## src/rtl/mem_stage_pkg.sv

```systemverilog
// Shared types and sizes for the MEM pipeline stage: FSM state encoding,
// datapath widths and the default watchdog limit.
package mem_stage_pkg;

    localparam int unsigned DATA_W          = 32;
    localparam int unsigned REG_W           = 5;
    localparam int unsigned DEFAULT_TIMEOUT = 255;

    typedef enum logic [1:0] {
        IDLE = 2'd0,
        BUSY = 2'd1,
        DONE = 2'd2
    } state_t;

endpackage

```

## src/rtl/mem_access_stage_if.sv

```systemverilog
// Data-memory req/ack bus between the MEM stage (master) and the memory (slave).
interface mem_access_stage_if;
    import mem_stage_pkg::*;

    logic              MemReq;
    logic              MemWe;
    logic [DATA_W-1:0] MemAddr;
    logic [DATA_W-1:0] MemWData;
    logic [DATA_W-1:0] MemRData;
    logic              MemAck;

    modport master (
        output MemReq, MemWe, MemAddr, MemWData,
        input  MemRData, MemAck
    );

    modport slave (
        input  MemReq, MemWe, MemAddr, MemWData,
        output MemRData, MemAck
    );

endinterface

```

## src/rtl/mem_timeout_ctr.sv

```systemverilog
// 8-bit watchdog counter with synchronous clear/increment; tc flags the last
// allowed cycle so the owner can abort on the same edge.
module mem_timeout_ctr #(
    parameter int unsigned LIMIT = 255
) (
    input  logic clk,
    input  logic rst,
    input  logic clear,
    input  logic inc,
    output logic tc
);

    logic [7:0] count;

    always_ff @(posedge clk or posedge rst) begin
        if (rst) begin
            count <= '0;
        end else if (clear) begin
            count <= '0;
        end else if (inc) begin
            count <= count + 8'd1;
        end
    end

    // High during the LIMIT-th BUSY cycle without ack, so BUSY lasts exactly LIMIT cycles.
    assign tc = (count == 8'(LIMIT - 1));

endmodule

```

## src/rtl/mem_access_stage.sv

```systemverilog
// MEM stage controller: runs EX/MEM loads/stores over the req/ack bus, stalls
// upstream while busy, registers the write-back bundle. Watchdog: MEM_TIMEOUT_EN.
module mem_access_stage
    import mem_stage_pkg::*;
#(
    parameter int unsigned TIMEOUT_CYCLES = DEFAULT_TIMEOUT
) (
    input  logic              Clk,
    input  logic              Clr,
    input  logic              RegWr,
    input  logic              MemToReg,
    input  logic              MemWr,
    input  logic              MemRd,
    input  logic [DATA_W-1:0] ALUOut,
    input  logic [DATA_W-1:0] StoreData,
    input  logic [REG_W-1:0]  Rd,
    output logic              Stall,
    mem_access_stage_if.master mem,
    output logic              WbValid,
    output logic              WbRegWr,
    output logic [DATA_W-1:0] WbData,
    output logic [REG_W-1:0]  WbRd,
    output logic              AlignErr,
    output logic              BusErr
);

    state_t            state, state_d;
    logic [DATA_W-1:0] lat_addr, lat_wdata;
    logic              lat_we, lat_reg_wr, lat_mem_to_reg;
    logic [REG_W-1:0]  lat_rd;

    logic              mem_op, aligned, busy, latch_en, stall_c;
    logic              wb_valid_d, wb_reg_wr_d, align_err_d, bus_err_d;
    logic [DATA_W-1:0] wb_data_d;
    logic [REG_W-1:0]  wb_rd_d;

    assign mem_op  = MemRd | MemWr;
    assign aligned = (ALUOut[1:0] == 2'b00);
    assign busy    = (state == BUSY);

`ifdef MEM_TIMEOUT_EN
    logic ctr_tc;

    mem_timeout_ctr #(
        .LIMIT (TIMEOUT_CYCLES)
    ) u_timeout (
        .clk   (Clk),
        .rst   (Clr),
        .clear (latch_en),
        .inc   (busy & ~mem.MemAck),
        .tc    (ctr_tc)
    );
`else
    logic unused_timeout_cfg;
    assign unused_timeout_cfg = ^TIMEOUT_CYCLES;
`endif

    always_ff @(posedge Clk or posedge Clr) begin
        if (Clr) begin
            state <= IDLE;
        end else begin
            state <= state_d;
        end
    end

    always_comb begin
        state_d     = state;
        latch_en    = 1'b0;
        stall_c     = 1'b0;
        wb_valid_d  = 1'b0;
        wb_reg_wr_d = 1'b0;
        wb_data_d   = WbData;
        wb_rd_d     = WbRd;
        align_err_d = 1'b0;
        bus_err_d   = 1'b0;
        case (state)
            IDLE: begin
                if (!mem_op) begin
                    wb_valid_d  = 1'b1;
                    wb_reg_wr_d = RegWr;
                    wb_data_d   = ALUOut;
                    wb_rd_d     = Rd;
                end else if (aligned) begin
                    stall_c  = 1'b1;
                    latch_en = 1'b1;
                    state_d  = BUSY;
                end else begin
                    wb_valid_d  = 1'b1;
                    align_err_d = 1'b1;
                    wb_data_d   = ALUOut;
                    wb_rd_d     = Rd;
                end
            end
            BUSY: begin
                stall_c = 1'b1;
                if (mem.MemAck) begin
                    wb_valid_d  = 1'b1;
                    wb_reg_wr_d = lat_reg_wr;
                    wb_data_d   = (!lat_we && lat_mem_to_reg) ? mem.MemRData : lat_addr;
                    wb_rd_d     = lat_rd;
                    state_d     = DONE;
                end
`ifdef MEM_TIMEOUT_EN
                else if (ctr_tc) begin
                    wb_valid_d = 1'b1;
                    bus_err_d  = 1'b1;
                    wb_data_d  = lat_addr;
                    wb_rd_d    = lat_rd;
                    state_d    = DONE;
                end
`endif
            end
            DONE:    state_d = IDLE;
            default: state_d = IDLE;
        endcase
    end

    always_ff @(posedge Clk or posedge Clr) begin
        if (Clr) begin
            lat_addr       <= '0;
            lat_wdata      <= '0;
            lat_we         <= 1'b0;
            lat_reg_wr     <= 1'b0;
            lat_mem_to_reg <= 1'b0;
            lat_rd         <= '0;
            WbValid        <= 1'b0;
            WbRegWr        <= 1'b0;
            WbData         <= '0;
            WbRd           <= '0;
            AlignErr       <= 1'b0;
            BusErr         <= 1'b0;
        end else begin
            if (latch_en) begin
                lat_addr       <= ALUOut;
                lat_wdata      <= StoreData;
                lat_we         <= MemWr;
                // A combined read+write is executed as a store, which never writes a register.
                lat_reg_wr     <= RegWr & ~(MemRd & MemWr);
                lat_mem_to_reg <= MemToReg;
                lat_rd         <= Rd;
            end
            WbValid  <= wb_valid_d;
            WbRegWr  <= wb_reg_wr_d;
            WbData   <= wb_data_d;
            WbRd     <= wb_rd_d;
            AlignErr <= align_err_d;
            BusErr   <= bus_err_d;
        end
    end

    // Stall is gated by Clr so it drops with reset even while a memory op is still presented.
    assign Stall        = stall_c & ~Clr;
    assign mem.MemReq   = busy;
    assign mem.MemWe    = busy & lat_we;
    assign mem.MemAddr  = busy ? lat_addr  : '0;
    assign mem.MemWData = busy ? lat_wdata : '0;

endmodule
```

## src/flat_wrapper.sv

```systemverilog
// flat-port wrapper written by rule: the top's interface ports become plain ports
module mem_access_stage_flat import mem_stage_pkg::*;
#(
    parameter int unsigned TIMEOUT_CYCLES = DEFAULT_TIMEOUT
)
  (Clk, Clr, RegWr, MemToReg, MemWr, MemRd, ALUOut, StoreData, Rd, Stall, WbValid, WbRegWr, WbData, WbRd, AlignErr, BusErr, mem_MemReq, mem_MemWe, mem_MemAddr, mem_MemWData, mem_MemRData, mem_MemAck);
  mem_access_stage_if mem_i ();
  input  logic Clk;
  input  logic Clr;
  input  logic RegWr;
  input  logic MemToReg;
  input  logic MemWr;
  input  logic MemRd;
  input  logic [DATA_W-1:0] ALUOut;
  input  logic [DATA_W-1:0] StoreData;
  input  logic [REG_W-1:0] Rd;
  output logic Stall;
  output logic WbValid;
  output logic WbRegWr;
  output logic [DATA_W-1:0] WbData;
  output logic [REG_W-1:0] WbRd;
  output logic AlignErr;
  output logic BusErr;
  output wire logic [$bits(mem_i.MemReq)-1:0] mem_MemReq;
  output wire logic [$bits(mem_i.MemWe)-1:0] mem_MemWe;
  output wire logic [$bits(mem_i.MemAddr)-1:0] mem_MemAddr;
  output wire logic [$bits(mem_i.MemWData)-1:0] mem_MemWData;
  input wire logic [$bits(mem_i.MemRData)-1:0] mem_MemRData;
  input wire logic [$bits(mem_i.MemAck)-1:0] mem_MemAck;
  assign mem_MemReq = mem_i.MemReq;
  assign mem_MemWe = mem_i.MemWe;
  assign mem_MemAddr = mem_i.MemAddr;
  assign mem_MemWData = mem_i.MemWData;
  assign mem_i.MemRData = mem_MemRData;
  assign mem_i.MemAck = mem_MemAck;
  mem_access_stage #(.TIMEOUT_CYCLES(TIMEOUT_CYCLES)) u_core (.Clk(Clk), .Clr(Clr), .RegWr(RegWr), .MemToReg(MemToReg), .MemWr(MemWr), .MemRd(MemRd), .ALUOut(ALUOut), .StoreData(StoreData), .Rd(Rd), .Stall(Stall), .mem(mem_i), .WbValid(WbValid), .WbRegWr(WbRegWr), .WbData(WbData), .WbRd(WbRd), .AlignErr(AlignErr), .BusErr(BusErr));
endmodule
```

## config.mk

```make
export PLATFORM = sky130hd
export DESIGN_NAME = mem_access_stage_flat
export DESIGN_NICKNAME = d
export VERILOG_FILES = /design/src/rtl/mem_stage_pkg.sv /design/src/rtl/mem_access_stage_if.sv /design/src/rtl/mem_timeout_ctr.sv /design/src/rtl/mem_access_stage.sv /design/src/flat_wrapper.sv
export SDC_FILE = /design/constraint.sdc
export NUM_CORES = 1
export LEC_CHECK = 0
export ABC_AREA = 1
export CAP_MARGIN = 20
export CORE_ASPECT_RATIO = 0.5
export CORE_UTILIZATION = 44
export CTS_CLUSTER_SIZE = 24
export DETAILED_ROUTE_END_ITERATION = 8
export MAX_ROUTING_LAYER = met4
export PLACE_DENSITY = 0.8
export SYNTH_ARGS = -nofsm -noshare
export SYNTH_HDL_FRONTEND = slang
export SYNTH_SLANG_ARGS = --single-unit
export TNS_END_PERCENT = 30
```

## constraint.sdc

```tcl
create_clock -name Clk -period 3.8 [get_ports Clk]
set_input_delay 0.38 -clock Clk [delete_from_list [all_inputs] [get_ports Clk]]
set_output_delay 0.38 -clock Clk [all_outputs]
set_load 0.01 [all_outputs]
```

Yosys cells after proc, flatten, opt, wreduce, memory -nomap -nowiden

Cells that the tools add are included.

$add $sub $neg: 0
Multipliers: 0
Divide/modulo/power cells: 0
$lt $le $gt $ge: 0
Equal/unequal tests: 5
Shift-type cells: 0
Multiplexer cells: 28
Bitwise gates (word level): 7
Reductions and logical operators: 7

Operator list:

| operator             | count |
|---|---|
| $mux W32             | 6 |
| $pmux W32 S2         | 1 |
| $mux W5              | 3 |
| $mux W1              | 10 |
| $pmux W5 S2          | 1 |
| $mux W2              | 3 |
| $pmux W1 S2          | 3 |
| $reduce_and A3 Y1    | 2 |
| $and A1 B1 Y1        | 4 |
| $logic_not A2 Y1     | 2 |
| $ne A2 B1 Y1 const B | 2 |
| $pmux W2 S2          | 1 |
| $ne A3 B3 Y1 const B | 1 |
| $eq A2 B1 Y1 const B | 1 |
| $ne A2 B2 Y1 const B | 1 |
| $not A1 Y1           | 2 |
| $reduce_bool A2 Y1   | 1 |
| $logic_and A1 B1 Y1  | 1 |
| $logic_not A1 Y1     | 1 |
| $or A1 B1 Y1         | 1 |

Bits in registers: 114
Bits in latches: 0
Bits in writable memories: 0
Memory bits (read-only): 0
Bits of input ports: 108
Word-level logic and storage cells: 59
Memories: 0

Depth between registers and ports, before layout

Gate-level depths: netlist (run 1).

Depth in word-level cells: 5
Depth in mapped cells: 9
Mapped depth without buffers: 8

Least setup slack after synthesis (run 1)

No wires, ideal clock.

Path kind: register to output
Start point: register u_core.state[1]
End point: output Stall
Arrival time: 1.161 ns
Required time: 3.420 ns
Slack: 2.259 ns
Cell stages (with the launch flop): 6
Buffers on the path: 2
Cells stage by stage: dfrtp_1 -> nor2_4 -> inv_2 -> buf_2 -> buf_2 -> a21oi_1

Longest elaborated chain between the ends: 3

Ends and longest elaborated chain:

| what                                             | line                    | source |
|---|---|---|
| start: declaration                               | mem_access_stage.sv:27  | `state_t state, state_d;` |
| start signal: assignment                         | mem_access_stage.sv:62  | `state <= state_d;` |
| $eq A2 B1 Y1 or $logic_not A2 Y1 (tied branches) | mem_access_stage.sv:76  | `case (state)` |
| $pmux W1 S2 *                                    | mem_access_stage.sv:76  |  |
| $and A1 B1 Y1 *                                  | mem_access_stage.sv:152 | `assign Stall = stall_c & ~Clr;` |
| end: declaration                                 | flat_wrapper.sv:17      | `output logic Stall;` |

Mark *: on every way between the ends. The rest lies on a longest branch, timed or not.

Worst setup path in the final report (run 1)

Start point: register u_core.state[0]
End point: output mem_MemAddr[3]

Longest elaborated chain between the ends: 2

Ends and longest elaborated chain:

| what             | line                    | source |
|---|---|---|
| $eq A2 B1 Y1     | mem_access_stage.sv:39  | `assign busy = (state == BUSY);` |
| $mux W32         | mem_access_stage.sv:155 | `assign mem.MemAddr = busy ? lat_addr : '0;` |
| end: declaration | flat_wrapper.sv:26      | `output wire logic [$bits(mem_i.MemAddr)-1:0] mem_MemAddr;` |

No other way between the ends.

==> key figures, run 1 <==
Power
  – Leak pwr: ~4.2 nW
  – Maximum VDD drop: 0.291 mV
  – Power Density: 561 nW/um2

STA
  – Max Fclk: about 350 MHz
  – Final max-slew violation count: 0
  – RSZ-0062 raised after global routing: false
  – Fin. Hold Viols: 0
  – Sum of negative setup slack: 0 ps
  – Clock Skews: 9.27 ps
  – Slew @ Worst Pin: 872 ps
  – Minimum clock period: 2870 ps
  – Slew margin rel.: 0.419
  – Final critical-path share of the clock period: 0.754
  – Setup Viol. Count Final: 0

Setup path
  – CP arrival: 2490 ps
  – Most used cell, CP: inv_2
  – CP endpoint kind: output pin
  – CP required: 3420 ps
  – Critical-path top delay cell: clkdlybuf4s50_1
  – Worst-path cell chain: inv_2 > nor2_4 > inv_2 > buf_4 > nor2_1 > clkdlybuf4s50_1
  – Critical path peak fanout: 35
  – Max incr delay on CP: 490 ps
  – Startpoint types: register
  – Worst setup path class: reg -> out

Drt
  – DR iter-0 viols: approximately 490
  – Drt total wl: ~17000 um
  – DRT antenna net count: 0
  – DR WL/cell: between 10 and 15 um
  – Vias per inst: 4.86
  – 1st-pass router iterations: 5
  – Vias: 5616
  – # DRC: 0

Synth
  – Post-Syn Area: 5650 um2
  – Synth warnings: 0
  – Area leader, netlist: dfrtp_1
  – Mapped Avg Cell Area: 7.24 um2
  – Post-synth EDFFs: 0
  – Synth top area share: 0.505
  – Most frequent cell after synthesis: nand2_1
  – Cells after Synth: 781
  – Register area share after synthesis: 0.505
  – Asr flop ratio synth: 1.00
  – Top_reg_cell synth: dfrtp_1
  – Netlist cell types: 20
  – Ranking of synthesized cells by area: dfrtp_1 (50%), nand2_1 (20%), inv_1 (7.1%)
  – Syn_nets: 889
  – Seq cells post-synth: ~110
  – Commonest cells post-synth: nand2_1 (294), dfrtp_1 (114), inv_1 (107), nor2_1 (66), nand3_1 (64)

Die
  – Die Area: 13300 um2
  – Die height: between 80 and 90 um
  – Chip width: 162 um
  – Initial core utilization: 0.465
  – FP Rows: 28
  – I/O Pins: 216
  – Placeable Area: 12200 um2

CTS
  – Clock Path Buffers: 2
  – TritonCTS clock tree: yes
  – H-Tree Depth: 4
  – Worst-Skew Late Latency: 410 ps
  – Clk sinks: 114
  – Hold Buf Count CTS: 0
  – Number of clock buffers inserted by TritonCTS: 17
  – Postcts setup bufs: 0
  – Reg clk slew, reported paths: 50 ps
  – CTS root buf: clkbuf_16
  – # resized after CTS: 0

GRT
  – Global-route wire length before repair: 26000 um
  – Initial antenna violation count: 0
  – Grt total ovfl: 0
  – Largest net degree at the start of global routing: 79
  – Gr usage total: 0.260
  – Vias in the first global route: 5372

Layout
  – Biggest regs: u_core.WbData: 32 flops, u_core.lat_addr: 32 flops, u_core.lat_wdata: 32 flops
  – Diodes inserted: 0
  – Post-layout nets: between 1k and 1.5k
  – Layout cells sized above 1: 0.0525
  – Area growth syn-to-layout: 49.3%
  – Non-Filler Instances: 1155
  – Util after Layout: 0.694

Run status
  – Outcome: complete, no violations

Placement
  – Hpwl dp: 10800 um
  – IO buf count: approximately 210
  – GPL Wtd Cong: 0.845
  – Cell Count Post-Placement: 1123

Run
  – Max Cap Viol: 0

Min path
  – Min-delay worst type: reg -> reg
-- cell families after synthesis --
logic type | count (synthesis) | share of synthesized area
AO/OA/AOI/OAI | 78 | 0.0690
buffers and inverters | 159 | 0.121
flip-flops | 114 | 0.505
other | 1 | 0.000663
AND/OR/NAND/NOR | 429 | 0.305
-- cell type report --
class | count | area [um2]
Sequential cell | 114 | 2850
Fill cell | 970 | 3710
Clock buffer | 20 | 467
Clock inverter | 12 | 131
Multi-Input combinational cell | 508 | 2120
Timing Repair Buffer | 224 | 2240
Tap cell | 165 | 206
Inverter | 112 | 424
-- metal layers --
layer  wire length, um  track usage
met1              7260        0.321
met2              8080        0.431
met3               938       0.0435
met4               395        0.115
met5                 0            -
-- path summary, 6_finish.rpt --
kind | start | endpoint | slack [ps] | cells after the start
min in group asynchronous | Clr | u_core.lat_rd[0]$_DFFE_PP0P_ | 550 | 2
setup / recovery | u_core.state[0]$_DFFE_PP0P_ | mem_MemAddr[3] | 930 | 6
hold / removal | u_core.lat_addr[0]$_DFFE_PP0P_ | u_core.lat_addr[0]$_DFFE_PP0P_ | 480 | 2
max in group asynchronous | Clr | u_core.lat_wdata[9]$_DFFE_PP0P_ | 2350 | 3
setup reg to reg | u_core.state[1]$_DFFE_PP0P_ | u_core.WbRd[1]$_DFFE_PP0P_ | 1330 | 8
hold reg to reg | u_core.lat_addr[0]$_DFFE_PP0P_ | u_core.lat_addr[0]$_DFFE_PP0P_ | 480 | 2
-- cells in the final DEF (no fill, tap or decap), types with 3 or more instances in the layout --
cell             netlist  final
inv_2                  4      3
nor2_1                66     66
clkinv_2               0      4
buf_4                  3      8
o21ai_0               47     47
o21ai_1               30     30
clkdlybuf4s50_1        0    214
clkbuf_16              0     17
nand2_1              294    294
inv_1                107    106
dfrtp_1              114    114
nand3_1               64     64
clkbuf_8               0      3
clkinvlp_4             0      4
-- worst max-delay path: cells and delay by family, from the launching register on --
kind	cells	cell delay, ps
buffers and inverters	4	1490
DFF	1	420
and+or+nand+nor	2	140
-- per-stage QoR --
stage	area (um2)	setup slack (ps)	hold WS (ps)	power, mW
finish	8440	933	481	4.74
global route	8440	797	504	5.00
CTS	8440	912	474	4.76
detailed placement	7840	1210	462	3.15
global placement	7840	1300	455	3.11
floorplan	5650	404	436	2.45
-- where the power goes --
group | switching [mW] | internal, mW | total (mW)
Sequential | 0.138 | 1.53 | 1.67
Clock | 0.573 | 1.02 | 1.59
Combinational | 0.819 | 0.666 | 1.49
Power figures use the tool's default switching activity.
==> run 2: changes to the inputs <==
Settings changed: CORE_UTILIZATION 44 to 40, PLACE_DENSITY 0.8 to 0.77.
Clock period 3.8 ns to 2.4 ns, I/O delays scaled along.
==> run 2 against run 1 <==
First-iteration DRC count down 22%. Clock-buffer cell count unchanged. Utilization down 6.7 points. Via count up 0.53%. Combinational power up 60%. Critical endpoint is now mem_MemReq. Highest routed layer unchanged.
==> key figures, run 2 (same netlist as run 1, synthesis figures left out) <==
Layout
  – Area growth syn-to-layout: 51.7%
  – Area of the multi-input gates: 2120 um2
  – Diodes inserted: 0
  – Most frequent cells in the layout: nand2_1 (294), clkdlybuf4s50_1 (214), dfrtp_1 (114)
  – Layout cells sized above 1: 0.0534
  – Biggest regs: u_core.WbData: 32 flops, u_core.lat_addr: 32 flops, u_core.lat_wdata: 32 flops
  – Fillers: roughly 1.2k
  – Sequential standard cell area: 2850 um2
  – Most common cell after layout, fill and taps aside: nand2_1
  – Post-layout nets: 1089

Drt
  – DR WL/cell: about 14 um
  – # DRC: 0
  – Vias: about 5.6k
  – 1st-pass router iterations: 5
  – DRT antenna net count: 0
  – DR iter-0 viols: 383
  – Drt total wl: 16500 um
  – Vias per inst: 4.77

GRT
  – Grt total ovfl: 0
  – Global-route wire length before repair: 26800 um
  – Vias in the first global route: 5614
  – Largest net degree at the start of global routing: 71
  – Initial antenna violation count: 0
  – Gr usage total: 0.243

Setup path
  – Critical-path top delay cell: clkdlybuf4s50_1
  – Stages on worst setup path: 3
  – Worst-path cell chain: nor2_4 > buf_4 > clkdlybuf4s50_1
  – Cell family with most CP delay: buffers and inverters
  – Crit path buf inv count: 2
  – Worst setup path class: reg -> out
  – Startpoint types: register
  – CP required: 2160 ps
  – CP arrival: roughly 2000 ps
  – CP endpoint kind: output pin
  – Worst reg2reg path depth: 7
  – Max incr delay on CP: 630 ps
  – Critical path peak fanout: 42

STA
  – Final critical-path share of the clock period: 0.951
  – Slew margin rel.: 0.490
  – Fin. Hold Viols: 0
  – Setup Viol. Count Final: 0
  – Minimum clock period: between 2000 and 2500 ps
  – Worst Setup Slack, final: 118 ps
  – Final max-slew violation count: 0
  – Sum of negative setup slack: 0 ps
  – Max Fclk: 438 MHz
  – Clock Skews: 5.96 ps
  – Slew @ Worst Pin: 764 ps
  – RSZ-0062 raised after global routing: false

CTS
  – Hold Buf Count CTS: 0
  – # resized after CTS: 0
  – Worst-Skew Late Latency: about 400 ps
  – Number of clock buffers inserted by TritonCTS: 17
  – Reg clk slew, reported paths: 50 ps
  – CTS root buf: clkbuf_16
  – H-Tree Depth: 4
  – Clock Path Buffers: 2
  – TritonCTS clock tree: yes
  – Clk sinks: about 110
  – Postcts setup bufs: 0

Placement
  – IO buf count: 214
  – GPL Wtd Cong: ~0.85
  – Hpwl dp: between 10000 and 15000 um
  – Setup WS pre-CTS: 276 ps

Min path
  – Min-delay worst type: in -> async

Die
  – I/O Pins: 216
  – Die height: 86.1 um
  – Die Area: 14600 um2
  – Chip width: ~170 um
  – FP Rows: 30
  – Placeable Area: 13700 um2
  – Initial core utilization: 0.414

Run
  – Max Cap Viol: 0

Power
  – Power Density: 891 nW/um2
  – Maximum VDD drop: 0.431 mV
  – Leak pwr: 4.22 nW

Run status
  – Outcome: complete, no violations
-- run 2: cell count changes in the layout (fill, tap and decap cells not counted), sizes merged --
cell,delta
buf,+4
inv,-3
bufinv,+2
clkinvlp,-1
-- run 2: layer usage --
layer	global-route usage	vias to the layer above	routed length [um]
met2	0.402	199	8230
li1	-	2753	-
met1	0.288	2649	6880
met4	0.106	0	541
met3	0.0521	45	859
met5	-	-	0
-- run 2: final timing paths --
kind	slack [ps]	start	to
hold / removal	350	Clr	u_core.WbData[6]$_DFFE_PP0P_
max in group asynchronous	1440	Clr	u_core.lat_wdata[4]$_DFFE_PP0P_
hold reg to reg	470	u_core.WbRd[0]$_DFFE_PP0P_	u_core.WbRd[0]$_DFFE_PP0P_
setup / recovery	120	u_core.state[1]$_DFFE_PP0P_	mem_MemReq
min in group Clk	390	StoreData[24]	u_core.lat_wdata[24]$_DFFE_PP0P_
setup reg to reg	400	u_core.state[1]$_DFFE_PP0P_	u_core.WbData[26]$_DFFE_PP0P_
-- run 2: power breakdown --
| part | internal [mW] | leakage [nW] | switching [mW] | total (mW) |
|---|---|---|---|---|
| logic | 1.08 | 2.51 | 1.30 | 2.38 |
| registers | 2.42 | 1.41 | 0.206 | 2.63 |
| clock network | 1.78 | 0.298 | 0.861 | 2.64 |
| total | 5.27 | 4.22 | 2.36 | 7.64 |
-- run 2: final cells by class --
class                      instances  share of cell area
inverter                         112              0.0498
timing repair buffer             228               0.271
sequential                       114               0.333
clock buffer                      20              0.0533
multi-input combinational        508               0.247
tap                              192              0.0280
clock inverter                    10              0.0185
-- run 2: metrics by stage --
stage	total power, mW	utilization	cells	hold slack (ps)	area [um2]
global placement	4.95	0.583	1154	455	7960
CTS	7.70	0.628	1184	362	8580
detailed placement	5.02	0.583	1154	454	7960
global route	8.10	0.628	1184	392	8580
finish	7.64	0.628	1184	348	8580
floorplan	3.87	-	781	350	5660
==> run 3: changes to the inputs <==
Settings changed: ABC_AREA 1 to default, ABC_CLOCK_PERIOD_IN_PS from default to 2400, CORE_UTILIZATION 40 to 39.
==> run 3 against run 2 <==
The run now ends with DRC left. Total power is 4.6% lower. Via count shrank 22%. Critical path depth is 1 higher. Clock-buffer cell count grew 1. Combinational power fell by 12%. Largest power group is now registers.
==> key figures, run 3 <==
Power
  – Power Density: 898 nW/um2
  – Tot Pwr: 7.29 mW
  – Leak pwr: 3.38 nW
  – Maximum VDD drop: 0.393 mV

Layout
  – Biggest regs: u_core.WbData: 32 flops, u_core.lat_addr: 32 flops, u_core.lat_wdata: 32 flops
  – Most common cell after layout, fill and taps aside: clkdlybuf4s50_1
  – Diodes inserted: 0
  – Sequential standard cell area: 2850 um2
  – Area of the multi-input gates: roughly 2200 um2
  – Fillers: 1001
  – Area growth syn-to-layout: 54.9%
  – Layout cells sized above 1: 0.177
  – Post-layout nets: 774
  – Most frequent cells in the layout: clkdlybuf4s50_1 (214), dfrtp_1 (114), mux2_2 (69)
  – Util after Layout: 0.630

STA
  – Hold slack: 407 ps
  – Slew @ Worst Pin: 605 ps
  – Fin. Hold Viols: 0
  – Setup Viol. Count Final: 0
  – RSZ-0062 raised after global routing: false
  – Slew margin rel.: 0.597
  – Clock Skews: 8.80 ps
  – Final max-slew violation count: 0
  – Max Fclk: 433 MHz
  – Final critical-path share of the clock period: 0.962
  – Sum of negative setup slack: 0 ps
  – Minimum clock period: between 2000 and 2500 ps

Setup path
  – Critical path peak fanout: 39
  – Reg2Reg Setup Slack: 550 ps
  – Crit path buf inv count: 2
  – Worst setup path class: reg -> out
  – Max incr delay on CP: 560 ps
  – Critical-path top delay cell: clkdlybuf4s50_1
  – CP required: 2160 ps
  – Worst-path cell chain: nor2b_4 > buf_6 > and2_1 > clkdlybuf4s50_1
  – CP arrival: roughly 2100 ps
  – Startpoint types: register
  – Cell family with most CP delay: buffers and inverters
  – CP endpoint kind: output pin

Synth
  – Post-Syn Area: 5240 um2
  – Asr flop ratio synth: 1.00
  – Top_reg_cell synth: dfrtp_1
  – Register area share after synthesis: 0.545
  – Commonest cells post-synth: dfrtp_1 (114), mux2_2 (69), and2_1 (67), nand2_1 (66), a21oi_1 (31)
  – Largest family of logic cells by synthesized area: simple AND/OR/NAND/NOR gates
  – Mapped Avg Cell Area: 11.5 um2
  – Cells after Synth: 455
  – Synth Area in XOR/XNOR: 0
  – Netlist cell types: 30
  – Simple-gate portion of the synthesized area: 0.158
  – Post-synthesis mux area share: 0.152
  – Syn_nets: 563
  – Area leader, netlist: dfrtp_1
  – Synth top area share: 0.545
  – Synth Area in Compound Gates: 0.0998
  – Synth warnings: 0
  – Most frequent cell after synthesis: dfrtp_1
  – Adder-cell share of the synthesized area: 0
  – Seq cells post-synth: 114
  – Post-synth EDFFs: 0
  – Ranking of synthesized cells by area: dfrtp_1 (54%), mux2_2 (15%), and2_1 (8.0%)

Drt
  – 1st-pass router iterations: 8
  – DR WL/cell: 17.4 um
  – # DRC: 9
  – Vias: 4391
  – Vias per inst: 5.18
  – DRT antenna net count: 0
  – DR iter-0 viols: 326
  – Drt total wl: 14800 um

Die
  – Initial core utilization: 0.407
  – Die Area: around 14000 um2
  – Placeable Area: 12900 um2
  – I/O Pins: around 220
  – Die height: between 80 and 90 um
  – FP Rows: 29
  – Chip width: 166 um

GRT
  – Largest net degree at the start of global routing: approximately 120
  – Gr usage total: 0.226
  – Initial antenna violation count: 0
  – Vias in the first global route: 4730
  – Grt total ovfl: 0
  – Global-route wire length before repair: 24000 um

CTS
  – TritonCTS clock tree: yes
  – Reg clk slew, reported paths: 50 ps
  – CTS root buf: clkbuf_16
  – Hold Buf Count CTS: 0
  – Number of clock buffers inserted by TritonCTS: 17
  – Worst-Skew Late Latency: 400 ps
  – Clk sinks: 114
  – Clock Path Buffers: 2
  – H-Tree Depth: 4
  – Postcts setup bufs: 0

Run
  – Max Cap Viol: 0

Placement
  – GPL Wtd Cong: about 0.81
  – IO buf count: 214
  – Hpwl dp: 9810 um

Run status
  – Failing checks: DRC
  – Outcome: complete, but fails checks

Min path
  – Min-delay worst type: in -> async
==> run 3: tightest hold or removal path, stage by stage <==
cell,delay [ps]
clkdlybuf4s50_1,470
clkinvlp_4,120
buf_12,460
==> run 3: cell families (layout without fill, tap and decap cells) <==
logic type      after synthesis  after routing
simple gates                161            161
flops                       114            114
compound gates               71             71
mux                          71             71
buf+inv                      37            260
other cells                   1              1
==> run 3: area by class of cell <==
class / count / area share
sequential: 114 / 0.352
timing repair buffer: 226 / 0.282
multi-input combinational: 304 / 0.265
clock buffer: 21 / 0.0592
tap: 170 / 0.0262
clock inverter: 10 / 0.0133
inverter: 3 / 0.00200
==> run 3: path summary, 6_finish.rpt <==
path,endpoint,depth (start not counted),from
worst min register to register,u_core.lat_reg_wr$_DFFE_PP0P_,2,u_core.lat_reg_wr$_DFFE_PP0P_
worst min-delay path,u_core.WbData[10]$_DFFE_PP0P_,3,Clr
max in group asynchronous,u_core.lat_addr[25]$_DFFE_PP0P_,3,Clr
worst max-delay path,mem_MemAddr[2],4,u_core.state[0]$_DFFE_PP0P_
worst max register to register,u_core.WbData[30]$_DFFE_PP0P_,7,u_core.state[0]$_DFFE_PP0P_
min in group Clk,u_core.lat_reg_wr$_DFFE_PP0P_,3,RegWr
==> run 3: stage by stage <==
stage	worst slack, ps	std cells	area (um2)
4_1_cts	8.57	848	8110
3_3_place_gp	438	817	7520
6_report	90.5	848	8110
5_1_grt	3.39	848	8110
3_5_place_dp	402	817	7520
2_1_floorplan	775	455	5240
==> run 3: power by group <==
group	internal, mW	total, mW	leakage (nW)	switching (mW)
sequential	2.42	2.72	1.36	0.299
clock	1.62	2.46	0.287	0.841
combinational	1.21	2.10	1.74	0.892
==> run 3: repair_timing <==
action,CTS,global route
hold endpoints to repair,0,0
resized for setup,0,2
endpoints found under the setup margin,0,40
==> run 3: routing by layer <==
metal	GRT usage	part of all wire	vias up
li1	-	-	2018
met2	0.364	0.49	175
met1	0.267	0.42	2148
met3	0.0503	0.052	50
met5	-	0	-
met4	0.121	0.033	0
==> edit, RTL diff (flow settings as in run 2) <==
Add a define of `MEM_TIMEOUT_EN`.
--- a/src/rtl/mem_access_stage.sv
+++ b/src/rtl/mem_access_stage.sv
@@ -1,5 +1,7 @@
 // MEM stage controller: runs EX/MEM loads/stores over the req/ack bus, stalls
 // upstream while busy, registers the write-back bundle. Watchdog: MEM_TIMEOUT_EN.
+`define MEM_TIMEOUT_EN
+
 module mem_access_stage
     import mem_stage_pkg::*;
 #(
Behaviour: no difference found for any inputs over 4 cycles, from zero or initial values; that may be too few to reach the edited logic, so the function may still have changed.
==> edit against run 2 <==
Sequential cell count rose by 9. Sequential share of layout area rose by 0.65 points. Critical path type unchanged. Routed wire length rose by 4.4%. Area after synthesis rose by 9.6%. Final area rose by 5.8%. Non-clock buffer count rose by 5. Largest power group is now sequential cells. Synthesized cell count rose by 8.8%. Count of clock-buffer cells in the layout fell by 2. Critical endpoint is now mem_MemAddr[9]. Setup slack improved by 0.015 ns. Power fell by 1.5%.
==> edit: results (changes against run 2) <==
----------------------------------------------------
[Place]
  Estimated wirelength of the detail-placed design ... 11700 µm (was 11300 µm)
  Pre-CTS setup slack ... 0.452 ns (was 0.276 ns)
  Routability congestion estimate ... 0.824 (was 0.846)

[GRT]
  Global-route met2 utilization ... 39.0% (was 40.2%)
  Met3 global-route usage ... 3.38% (was 5.21%)
  Via count of the first global-routing pass ... 5776 (was 5614)
  Grt met1 use ... 27.7% (was 28.8%)
  First-pass GRT wire length ... 28100 µm (was 26800 µm)

[Power]
  Switching power of the nets ... 2340 µW (was 2360 µW)
  Leakage Power ... 0.00445 µW (was 0.00422 µW)
  Sequential share of power ... 37.1% (was 34.4%)

[Synthesis]
  Register area share after synthesis ... 49.7% (was 50.5%)
  Cell types with the highest counts after synthesis ... 306 x sky130_fd_sc_hd__nand2_1, 123 x sky130_fd_sc_hd__dfrtp_1, 118 x sky130_fd_sc_hd__inv_1, 84 x sky130_fd_sc_hd__nor2_1 (was 294 x sky130_fd_sc_hd__nand2_1, 114 x sky130_fd_sc_hd__dfrtp_1, 107 x sky130_fd_sc_hd__inv_1, 66 x sky130_fd_sc_hd__nor2_1, 64 x sky130_fd_sc_hd__nand3_1)

[Clock network]
  Number of sinks driven by the clock tree ... 123 (was 114)

[Route]
  Routed metal-1 wire length ... 7550 µm (was 6880 µm)
  Total Routed Length ... 17200 µm (was 16500 µm)
  Met3 wire len ... 730 µm (was 859 µm)
  WL met2 ... 8560 µm (was 8230 µm)
  Via total after detailed routing ... 5944 (was 5646)

[Critical path]
  Worst r2r path cells ... 6 (was 7)
  R2r startpoint ... u_core.state[0] (was u_core.state[1])
  Worst Path Max Fanout ... 33 (was 42)
  Stage delay of the slowest cell on the critical path ... 0.55 ns (was 0.63 ns)

[Final layout]
  Final-layout fill cell count ... 1256 (was 1212)
  Inverters excl. clock ... 119 (was 112)
  Clock tree buffer count of the final layout ... 18 (was 20)
  Area occupied by registers ... 3080 µm² (was 2850 µm²)
  Multi-input combinational area share ... 26.4% (was 24.7%)
  Non-clock buffering overhead ... 25.8% (was 27.1%)

[Run status]
  Result of the run ... complete, no violations (unchanged)

[Timing]
  Worst Tran Pin Value ... 0.489 ns (was 0.764 ns)

----------------------------------------------------
==> edit: changes by cell type after synthesis, sizes merged, moves of 3 or more <==
cell    before  now
inv        111  119
nor2        69   87
nand3       65   78
a21oi        1    5
dfrtp      114  123
nand2      295  306
clkbuf       6    9
==> edit: through the flow <==
step / area [µm²] / hold WS (ns) / instances / power (µW) / util (%)
6_report: 9070 / 0.366 / 1264 / 7520 / 61.4
5_1_grt: 9070 / 0.406 / 1264 / 8000 / 61.4
4_1_cts: 9070 / 0.378 / 1264 / 7590 / 61.3
3_5_place_dp: 8500 / 0.459 / 1233 / 5110 / 57.5
3_3_place_gp: 8500 / 0.449 / 1233 / 5040 / 57.5
2_1_floorplan: 6200 / 0.306 / 850 / 3980 / -
==> edit: logic make-up after synthesis <==
logic type / after synthesis / share of synthesized area, %
compound gates: 84 / 7.09
simple gates: 474 / 30.8
fa+ha+maj: 2 / 0.404
buf+inv: 167 / 12.1
flops: 123 / 49.7
